**src/rtl/multiply.sv**
```systemverilog
// Two-stage pipelined unsigned multiplier with valid/ready on both sides.
// S1 holds the operand pair; S2 holds the product. One result per cycle at full throughput.
module multiply #(
  parameter int ARGW = 16
) (
  input  logic                  clk,
  input  logic                  rst_n,
  input  logic                  arg_valid,
  output logic                  arg_ready,
  input  logic [1:0][ARGW-1:0]  arg_data,
  output logic                  res_valid,
  input  logic                  res_ready,
  output logic [2*ARGW-1:0]     res_data
);

  localparam int RESW = 2 * ARGW;

  logic            s1_vld_q, s1_vld_d;
  logic [ARGW-1:0] s1_a_q, s1_a_d;
  logic [ARGW-1:0] s1_b_q, s1_b_d;
  logic            s2_vld_q, s2_vld_d;
  logic [RESW-1:0] s2_res_q, s2_res_d;

  logic s2_free;
  logic arg_fire;
  logic res_fire;
  logic s2_load;

  // S2 can take a new product when empty or when its current one leaves this edge.
  assign s2_free   = !s2_vld_q || res_ready;
  assign arg_ready = !s1_vld_q || s2_free;
  assign arg_fire  = arg_valid && arg_ready;
  assign res_fire  = s2_vld_q && res_ready;
  assign s2_load   = s1_vld_q && s2_free;

  always_comb begin
    s1_vld_d = s1_vld_q;
    s1_a_d   = s1_a_q;
    s1_b_d   = s1_b_q;
    s2_vld_d = s2_vld_q;
    s2_res_d = s2_res_q;

    if (arg_fire) begin
      s1_vld_d = 1'b1;
      s1_a_d   = arg_data[0];
      s1_b_d   = arg_data[1];
    end else if (s2_load) begin
      s1_vld_d = 1'b0;
    end

    if (s2_load) begin
      s2_vld_d = 1'b1;
      s2_res_d = RESW'(s1_a_q) * RESW'(s1_b_q);
    end else if (res_fire) begin
      s2_vld_d = 1'b0;
    end
  end

  always_ff @(posedge clk or negedge rst_n) begin
    if (!rst_n) begin
      s1_vld_q <= 1'b0;
      s1_a_q   <= '0;
      s1_b_q   <= '0;
      s2_vld_q <= 1'b0;
      s2_res_q <= '0;
    end else begin
      s1_vld_q <= s1_vld_d;
      s1_a_q   <= s1_a_d;
      s1_b_q   <= s1_b_d;
      s2_vld_q <= s2_vld_d;
      s2_res_q <= s2_res_d;
    end
  end

  assign res_valid = s2_vld_q;
  assign res_data  = s2_res_q;

endmodule

```
**config.mk**
```make
export PLATFORM = sky130hd
export DESIGN_NAME = multiply
export DESIGN_NICKNAME = d
export VERILOG_FILES = /design/src/rtl/multiply.sv
export SDC_FILE = /design/constraint.sdc
export NUM_CORES = 1
export LEC_CHECK = 0
export ABC_AREA = 1
export CAP_MARGIN = 20
export CORE_AREA = 2 2 103 205
export CTS_BUF_LIST = sky130_fd_sc_hd__clkbuf_16
export CTS_CLUSTER_DIAMETER = 150
export DETAILED_ROUTE_END_ITERATION = 6
export DIE_AREA = 0 0 105 207
export PLACE_DENSITY_LB_ADDON = 0.05
export SYNTH_ARGS = -nofsm -noshare
export SYNTH_HDL_FRONTEND = slang
export SYNTH_SLANG_ARGS = --single-unit
export TNS_END_PERCENT = 50
```
**constraint.sdc**
```tcl
create_clock -name clk -period 15.85 [get_ports clk]
set_clock_uncertainty 0.05 [all_clocks]
set_input_delay 1.585 -clock clk [delete_from_list [all_inputs] [get_ports clk]]
set_output_delay 1.585 -clock clk [all_outputs]
set_load 0.005 [all_outputs]
```
==> Word level (Yosys, flattened, before mapping) <==
Cells that the tools add are included.
{ "word_totals": {"ff_bits": 66, "word_cells": 19, "in_bits": 36} }
{ "op_classes": {"n_mux": 4, "n_reduce_logical": 9, "multipliers": 1} }
{ "ops": {"columns": ["operator", "count"], "rows": [
  ["16-bit by 16-bit multiplier with 32-bit output", 1],
  ["1-bit two-way mux", 4],
  ["2-bit nonzero test", 2],
  ["1-bit logical AND", 3],
  ["1-bit zero test", 2],
  ["1-bit logical OR", 2]
]} }

==> Depth between registers and ports, before layout <==
Gate-level depths: netlist of the first run.
{ "logic_depth": {"word_depth": 5, "ltp_mapped": 26, "ltp_nobuf": 24} }

==> Worst setup path before layout of the first run <==
OpenSTA, ideal clock, no wires.
{ "synth_path": {"path_kind": "register -> register", "from": "register s1_b_q[7]", "to": "register s2_res_q[31], in the netlist res_data[31]", "period_less_slack_ns": 5.271, "stages_incl_launch_ff": 25, "setup_slack_ns": 10.579, "path_buffers": 2, "required_time_ns": 15.683, "arrival_ns": 5.103, "path_cell_list": "dfrtp_1 -> clkbuf_1 -> clkbuf_1 -> nand2_1 -> fa_1 -> inv_1 -> fa_1 -> inv_1 -> fa_1 -> inv_1 -> fa_1 -> fa_1 -> inv_1 -> fa_1 -> inv_1 -> ha_1 -> nand2_2 -> inv_1 -> nand2_1 -> nand2_1 -> nand3b_4 -> nand2_1 -> nand3_1 -> nand3_1 -> nand2_1"} }
{ "synth_via": {"elab_chain_cells": 1} }
{ "synth_lines": {"columns": ["element", "line", "rtl"], "rows": [
  ["start, declared", "20", "logic [ARGW-1:0] s1_b_q, s1_b_d;"],
  ["start signal, assigned", "63", "s1_b_q <= '0;"],
  ["start signal, assigned", "69", "s1_b_q <= s1_b_d;"],
  ["16-bit by 16-bit multiplier with 32-bit output", "53", "s2_res_d = RESW'(s1_a_q) * RESW'(s1_b_q);"],
  ["end signal, assigned", "71", "s2_res_q <= s2_res_d;"],
  ["end, declared", "22", "logic [RESW-1:0] s2_res_q, s2_res_d;"]
]} }
No other way between the ends.
A chain may end at the register's enable or synchronous reset.

==> Worst setup path after layout of the first run <==
{ "layout_path": {"from": "register s1_a_q[6]", "to": "register s2_res_q[18], in the netlist res_data[18]"} }
{ "layout_via": {"elab_chain_cells": 1} }
{ "layout_lines": {"columns": ["element", "line", "rtl"], "rows": [
  ["start, declared", "19", "logic [ARGW-1:0] s1_a_q, s1_a_d;"],
  ["start signal, assigned", "62", "s1_a_q <= '0;"],
  ["start signal, assigned", "68", "s1_a_q <= s1_a_d;"],
  ["16-bit by 16-bit multiplier with 32-bit output", "53", null]
]} }
No other way between the ends.

==> flow_summary_export.csv, run 1 <==
group,metric,value,unit
layout,fin_area,0.0130,sq mm
logic_synthesis,mappedNetlistNets,1891,
setup_path,critPathLaunchType,"flip-flop",
logic_synthesis,syn_avg_cell_area,7.67,sq um
clock_network,clkSlewWorstSetupHoldPaths,70,ps
clock_network,post_cts_buffers,0,
sta,min_period,5980,ps
clock_network,clock-root-buffer,"clkbuf_16",
setup_path,slowest_stage,"dfrtp_1",
logic_synthesis,synth.area.top_cells,"fa_1, nand2_1, dfrtp_1",
logic_synthesis,ys.flop_type,"dfrtp_1",
setup_path,r2r_slack,9870,ps
sta,worst_slack,9870,ps
layout,multi_input_area,0.00837,sq mm
floorplanning,die_y,207,um
logic_synthesis,synthCells,1557,
setup_path,worst-path-buf-inv,8,
logic_synthesis,yosysMostFrequentCell,"nand2_1",
logic_synthesis,ys_top_cells_by_count,"nand2_1, inv_1, fa_1",
global_routing,grtUsageTotal,0.317,
layout,register_area,0.00165,sq mm
sta,setup_viol,0,
clock_network,cts.sinks,66,
clock_network,cts.path.max_buffers,2,
clock_network,cts_resized,0,
detailed_routing,drc_errors,0,
detailed_routing,via_per_inst,5.20,
floorplanning,io_pins,70,
run_status,status,"finished, final reports clean",
sta,slew-limit-headroom,0.349,
placement,gp_congestion,0.956,
hold_path,holdPathEnd,"res_data[22]$_DFFE_PN0P_",
setup_path,cp-end-kind,"flip-flop",
detailed_routing,drtAntennaViolNets,0,
clock_network,hold_buffers,0,
sta,drv_slew,0,
hold_path,hold_depth,2,
sta,period_share,0.378,
setup_path,crit_fanout,17,
setup_path,crit_type,"flip-flop to flip-flop",
setup_path,ff2ff_path_depth,23,
global_routing,grt_pass1_wl,53.3,mm
setup_path,path_delay_family,"adder cells",
layout,n_antenna_cell,0,
hold_path,hold_class,"flip-flop to flip-flop",
floorplanning,num_rows,74,
setup_path,arrival,6160,ps
floorplanning,die_area,0.0217,sq mm
logic_synthesis,synth-edff-count,0,
sta,worst_pin_slew,976,ps
setup_path,r2r-start,"s1_a_q[6]$_DFFE_PN0P_",
global_routing,antenna_found_initial,0,
logic_synthesis,synth_cell_type_count,27,
layout,syn2layout_area_growth,8.67,%
sta,max_freq,167,MHz
detailed_routing,wirelength,31.7,mm
sta,hold_violations,0,
layout,layout-drive-gt1-share,0.0547,
placement,pre_cts_ws,9880,ps
floorplanning,die_x,105,um
placement,dpl-instance-area,0.0127,sq mm
floorplanning,core-area,0.0202,sq mm
sta,setup_tns,0,ps
detailed_routing,drtIter0Drc,586,
clock_network,cts_made_buffers,9,
global_routing,grt_start_max_net_pins,67,
flow_run,drv_cap,0,
global_routing,overflow,0,
logic_synthesis,synthArstFlopShare,1.00,
setup_path,timing.rr.end,"res_data[18]$_DFFE_PN0P_",
logic_synthesis,ys.warnings.count,0,
logic_synthesis,synth_top_area_cell,"fa_1",
detailed_routing,vias,9568,
global_routing,first_global_vias,10432,
hold_path,hold_start,"res_data[22]$_DFFE_PN0P_",
setup_path,required,16020,ps
clock_network,clkLatencyLatePin,360,ps
clock_network,tritoncts,"done",
clock_network,cts-htree-levels,3,
logic_synthesis,syn_area,0.0119,sq mm
setup_path,slowest_delay,980,ps
placement,hpwl,25.4,mm
logic_synthesis,ys_ff_latch,66,
logic_synthesis,ys_seq_area_frac,0.138,
setup_path,path_cells,"nand2_1 > fa_1 > inv_1 > fa_1 > inv_1 > fa_1 > inv_1 > fa_1 > fa_1 > inv_1 > fa_1 > inv_1 > ha_1 > nand2_1 > inv_2 > nand2_1 > inv_2 > nand2_1 > clkinv_1 > nand2_1 > nand2_1 > xnor2_1 > o21ai_1",
layout,fillers,1894,
layout,fin_nets,1902,
floorplanning,start_util,0.592,
sta,hold_slack,434,ps
detailed_routing,drt-wirelength-per-cell,17.2,um
sta,rsz0062_at_grt,"false",
placement,portBuffers,69,
logic_synthesis,yosysTopAreaCellShare,0.325,
detailed_routing,first_pass_iters,5,
placed cells by master, fill, tap and decap left out:
master	count
nand2_1	500
inv_1	431
fa_1	194
ha_1	104
clkdlybuf4s50_1	68
dfrtp_1	66
mux2_2	32
nand3_1	31
nor2_1	30
a21oi_1	18
nand2_2	13
xnor2_1	12
o21ai_0	9
clkbuf_16	9
o21ai_1	8
nor2_4	5
nand3_2	5
nand3b_4	4
nor2_2	4
nand3b_1	4
nand4_1	4
buf_4	4
xor2_1	3
clkinvlp_4	3
inv_2	2
clkinv_1	2
o21bai_1	2
clkinv_4	2
a21o_1	1
clkinv_2	1
inv_6	1
buf_2	1
cells by family after synthesis:
group                    share of synthesized area
multiplexers                                0.0302
adder cells (fa/ha/maj)                      0.434
buffers and inverters                        0.161
flip-flops                                   0.138
AND/OR/NAND/NOR                              0.209
XOR/XNOR                                    0.0110
AO/OA/AOI/OAI                               0.0166
worst min-delay path: cells and delay by family, from the launching register on:
family,cells,cell delay (ps)
DFF,1,350
and+or+nand+nor,2,100
metal layers:
metal	vias to the layer above	track usage	wire length [um]	share of wire
met3	64	0.0368	1760	0.056
met4	0	0.135	1330	0.042
li1	4437	-	-	-
met5	-	0	0	0
met1	4749	0.387	11800	0.37
met2	318	0.561	16800	0.53
flip-flops by register name (all words and copies together) (netlist names):
signal	count
res_data	32
res_valid	1
s1_a_q	16
s1_b_q	16
s1_vld_q	1
area by class of cell:
cell class,instances,share of cell area
clock buffers,9,0.0174
repair buffers,73,0.0551
inverters,435,0.126
clock inverters,7,0.00415
flip-flops and latches,66,0.127
multi-input cells,983,0.645
well taps,266,0.0256
how the worst max path moves through the flow:
stage	start	end	slack (ps)	cells past startpoint
after global routing	s1_a_q[6]$_DFFE_PN0P_	res_data[30]$_DFFE_PN0P_	9630	24
after detailed placement	s1_a_q[6]$_DFFE_PN0P_	res_data[24]$_DFFE_PN0P_	9880	22
after floorplan	s1_b_q[7]$_DFFE_PN0P_	res_data[31]$_DFFE_PN0P_	10580	24
after global placement	s1_a_q[6]$_DFFE_PN0P_	res_data[18]$_DFFE_PN0P_	9920	23
final	s1_a_q[6]$_DFFE_PN0P_	res_data[18]$_DFFE_PN0P_	9870	23
after CTS	s1_a_q[6]$_DFFE_PN0P_	res_data[24]$_DFFE_PN0P_	9910	22
per-stage QoR:
step                cells   util
floorplan            1557      -
finish               1839  0.643
global placement     1823  0.629
CTS                  1839  0.643
global route         1839  0.643
detailed placement   1823  0.629
Power of run 1 is not shown: default switching activity piles up to over one toggle a cycle in this logic, so the estimate is an artifact.
==> inputs of run 2 (changes only) <==
- CORE_AREA: 2 2 103 205 -> 2 2 106 210
- DIE_AREA: 0 0 105 207 -> 0 0 108 212
- clock period: 15.85 -> 5 ns (I/O delays scaled with it)
==> run 2 against run 1 <==
  * The flow now finishes with violations (negative setup slack)
  * Design area up 14%
  * Wire length rose by 6.7%
  * Count of clock-buffer cells in the layout stayed put
  * Die area increased by 5.3%
  * Register-to-register slack worse by 10000 ps
  * Via count is 4.2% higher
  * Non-clock buffer count is 125 higher
  * Fmax is 13% higher
  * Sequential share of layout area down 1.4 points
  * Critical path type unchanged
  * Critical endpoint is now res_data[15]$_DFFE_PN0P_
  * Highest routed layer unchanged
==> flow_summary_export.csv, run 2 (same netlist as run 1, synthesis figures left out) <==
group,metric,value,unit
global_routing,overflow,0,
placement,gp_congestion,1.00,
setup_path,worst-path-buf-inv,5,
sta,slew-limit-headroom,0.376,
clock_network,clock-root-buffer,"clkbuf_16",
setup_path,path_delay_family,"adder cells",
floorplanning,core-area,0.0214,sq mm
layout,fin_nets,2027,
setup_path,cp.depth,20,
global_routing,grtUsageTotal,0.321,
floorplanning,start_util,0.558,
clock_network,tritoncts,"done",
clock_network,cts-htree-levels,3,
layout,fillers,1842,
global_routing,first_global_vias,10694,
sta,hold_violations,0,
setup_path,cp-end-kind,"flip-flop",
floorplanning,die_area,0.0229,sq mm
sta,min_period,5300,ps
setup_path,r2r_slack,-300,ps
sta,worst_pin_slew,937,ps
detailed_routing,vias,9966,
placement,portBuffers,69,
hold_path,hold_class,"input pin to asynchronous set/reset pin",
sta,rsz0062_at_grt,"true",
layout,largest_register_ffs,32,
layout,register_area,0.00168,sq mm
floorplanning,num_rows,76,
detailed_routing,first_pass_iters,5,
sta,max_freq,189,MHz
layout,layout_common_cells,"nand2_1, inv_1, fa_1",
setup_path,crit_type,"flip-flop to flip-flop",
layout,syn2layout_area_growth,24.1,%
run_status,violations,"negative setup slack",
clock_network,cts.path.max_buffers,2,
setup_path,critPathLaunchType,"flip-flop",
global_routing,grt_start_max_net_pins,67,
setup_path,required,5170,ps
sta,worst_slack,-302,ps
clock_network,clkSlewWorstSetupHoldPaths,70,ps
global_routing,antenna_found_initial,0,
setup_path,timing.rr.end,"res_data[15]$_DFFE_PN0P_",
sta,period_share,1.06,
global_routing,grt_pass1_wl,55.0,mm
layout,post-route-util,0.692,
setup_path,ff2ff_path_depth,20,
layout,layout_commonest_cell,"nand2_1",
sta,setup_viol,21,
detailed_routing,via_per_inst,5.06,
detailed_routing,drc_errors,0,
setup_path,arrival,5470,ps
setup_path,slowest_stage,"fa_2",
run_status,status,"finished, violations left",
flow_run,drv_cap,0,
setup_path,r2r-start,"s1_b_q[4]$_DFFE_PN0P_",
layout,multi_input_area,0.00913,sq mm
floorplanning,die_x,108,um
setup_path,slowest_delay,610,ps
clock_network,hold_buffers,0,
placement,hpwl,27.7,mm
detailed_routing,drtAntennaViolNets,0,
detailed_routing,drtIter0Drc,442,
clock_network,clkLatencyLatePin,360,ps
floorplanning,die_y,212,um
floorplanning,io_pins,70,
detailed_routing,wirelength,33.8,mm
setup_path,path_cells,"buf_12 > nand2_2 > inv_2 > fa_1 > inv_1 > fa_1 > fa_2 > inv_2 > fa_2 > fa_1 > fa_2 > ha_4 > nand2_1 > nand2_1 > nand2_1 > nand2_2 > nand3b_4 > buf_4 > xnor2_2 > o21ai_1",
sta,drv_slew,0,
layout,layout-drive-gt1-share,0.223,
clock_network,cts_made_buffers,9,
clock_network,cts.sinks,66,
detailed_routing,drt-wirelength-per-cell,17.1,um
setup_path,crit_fanout,4,
layout,n_antenna_cell,0,
## run 2: changes by cell type in the layout (fill, tap and decap cells not counted), sizes merged
cell,before,now
clkinvlp,3,1
inv,434,433
buf,5,130
bufinv,0,2
clkinv,5,6
## run 2: final cells by class
type	instances	share of cell area
inverters	435	0.111
clock inverters	7	0.00633
well taps	273	0.0231
multi-input cells	983	0.616
repair buffers	198	0.115
flip-flops and latches	66	0.113
clock buffers	9	0.0152
## run 2: worst reg2reg max path: stages, from the launching register on
cell      delay, ps
dfrtp_2         450
buf_12          150
nand2_2          60
inv_2            40
fa_1            530
inv_1            50
fa_1            460
fa_2            550
inv_2            40
fa_2            610
fa_1            460
fa_2            590
ha_4            240
nand2_1          70
nand2_1          70
nand2_1          80
nand2_2          70
nand3b_4        210
buf_4           170
xnor2_2         140
o21ai_1          80
## run 2: per-layer routing
| layer | up-vias | share of wire | wire length (um) | track usage |
|---|---|---|---|---|
| li1 | 4696 | - | - | - |
| met1 | 4911 | 0.37 | 12400 | 0.363 |
| met2 | 262 | 0.55 | 18400 | 0.587 |
| met3 | 97 | 0.034 | 1170 | 0.0374 |
| met4 | 0 | 0.053 | 1800 | 0.161 |
| met5 | - | 0 | 0 | 0 |
## run 2: worst max path at each step
stage / start / end / slack [ps]
final: s1_b_q[4]$_DFFE_PN0P_ / res_data[15]$_DFFE_PN0P_ / -300
after detailed placement: s1_a_q[9]$_DFFE_PN0P_ / res_data[19]$_DFFE_PN0P_ / -530
after floorplan: s1_b_q[4]$_DFFE_PN0P_ / res_data[28]$_DFFE_PN0P_ / -20
after global routing: s1_a_q[6]$_DFFE_PN0P_ / res_data[28]$_DFFE_PN0P_ / -470
after global placement: s1_a_q[11]$_DFFE_PN0P_ / res_data[19]$_DFFE_PN0P_ / -570
after CTS: s1_a_q[11]$_DFFE_PN0P_ / res_data[27]$_DFFE_PN0P_ / -290
## run 2: what timing repair did
item / 4_1_cts / 5_1_grt
pin swaps: 47 / 45
gates resized for setup: 127 / 88
setup buffers: 17 / 8
setup endpoints to repair: 23 / 23
## run 2: per-stage QoR
step	cell area (sq um)	setup slack [ps]	setup TNS (ps)	instances	hold slack, ps
floorplan	12200	-19.9	-19.9	1557	154
global placement	13500	-575	-9010	1930	416
detailed placement	13500	-531	-9240	1930	415
CTS	14500	-289	-4710	1963	242
global route	14800	-470	-8430	1971	300
finish	14800	-302	-4540	1971	227
Power of run 2 is left out for the same reason.
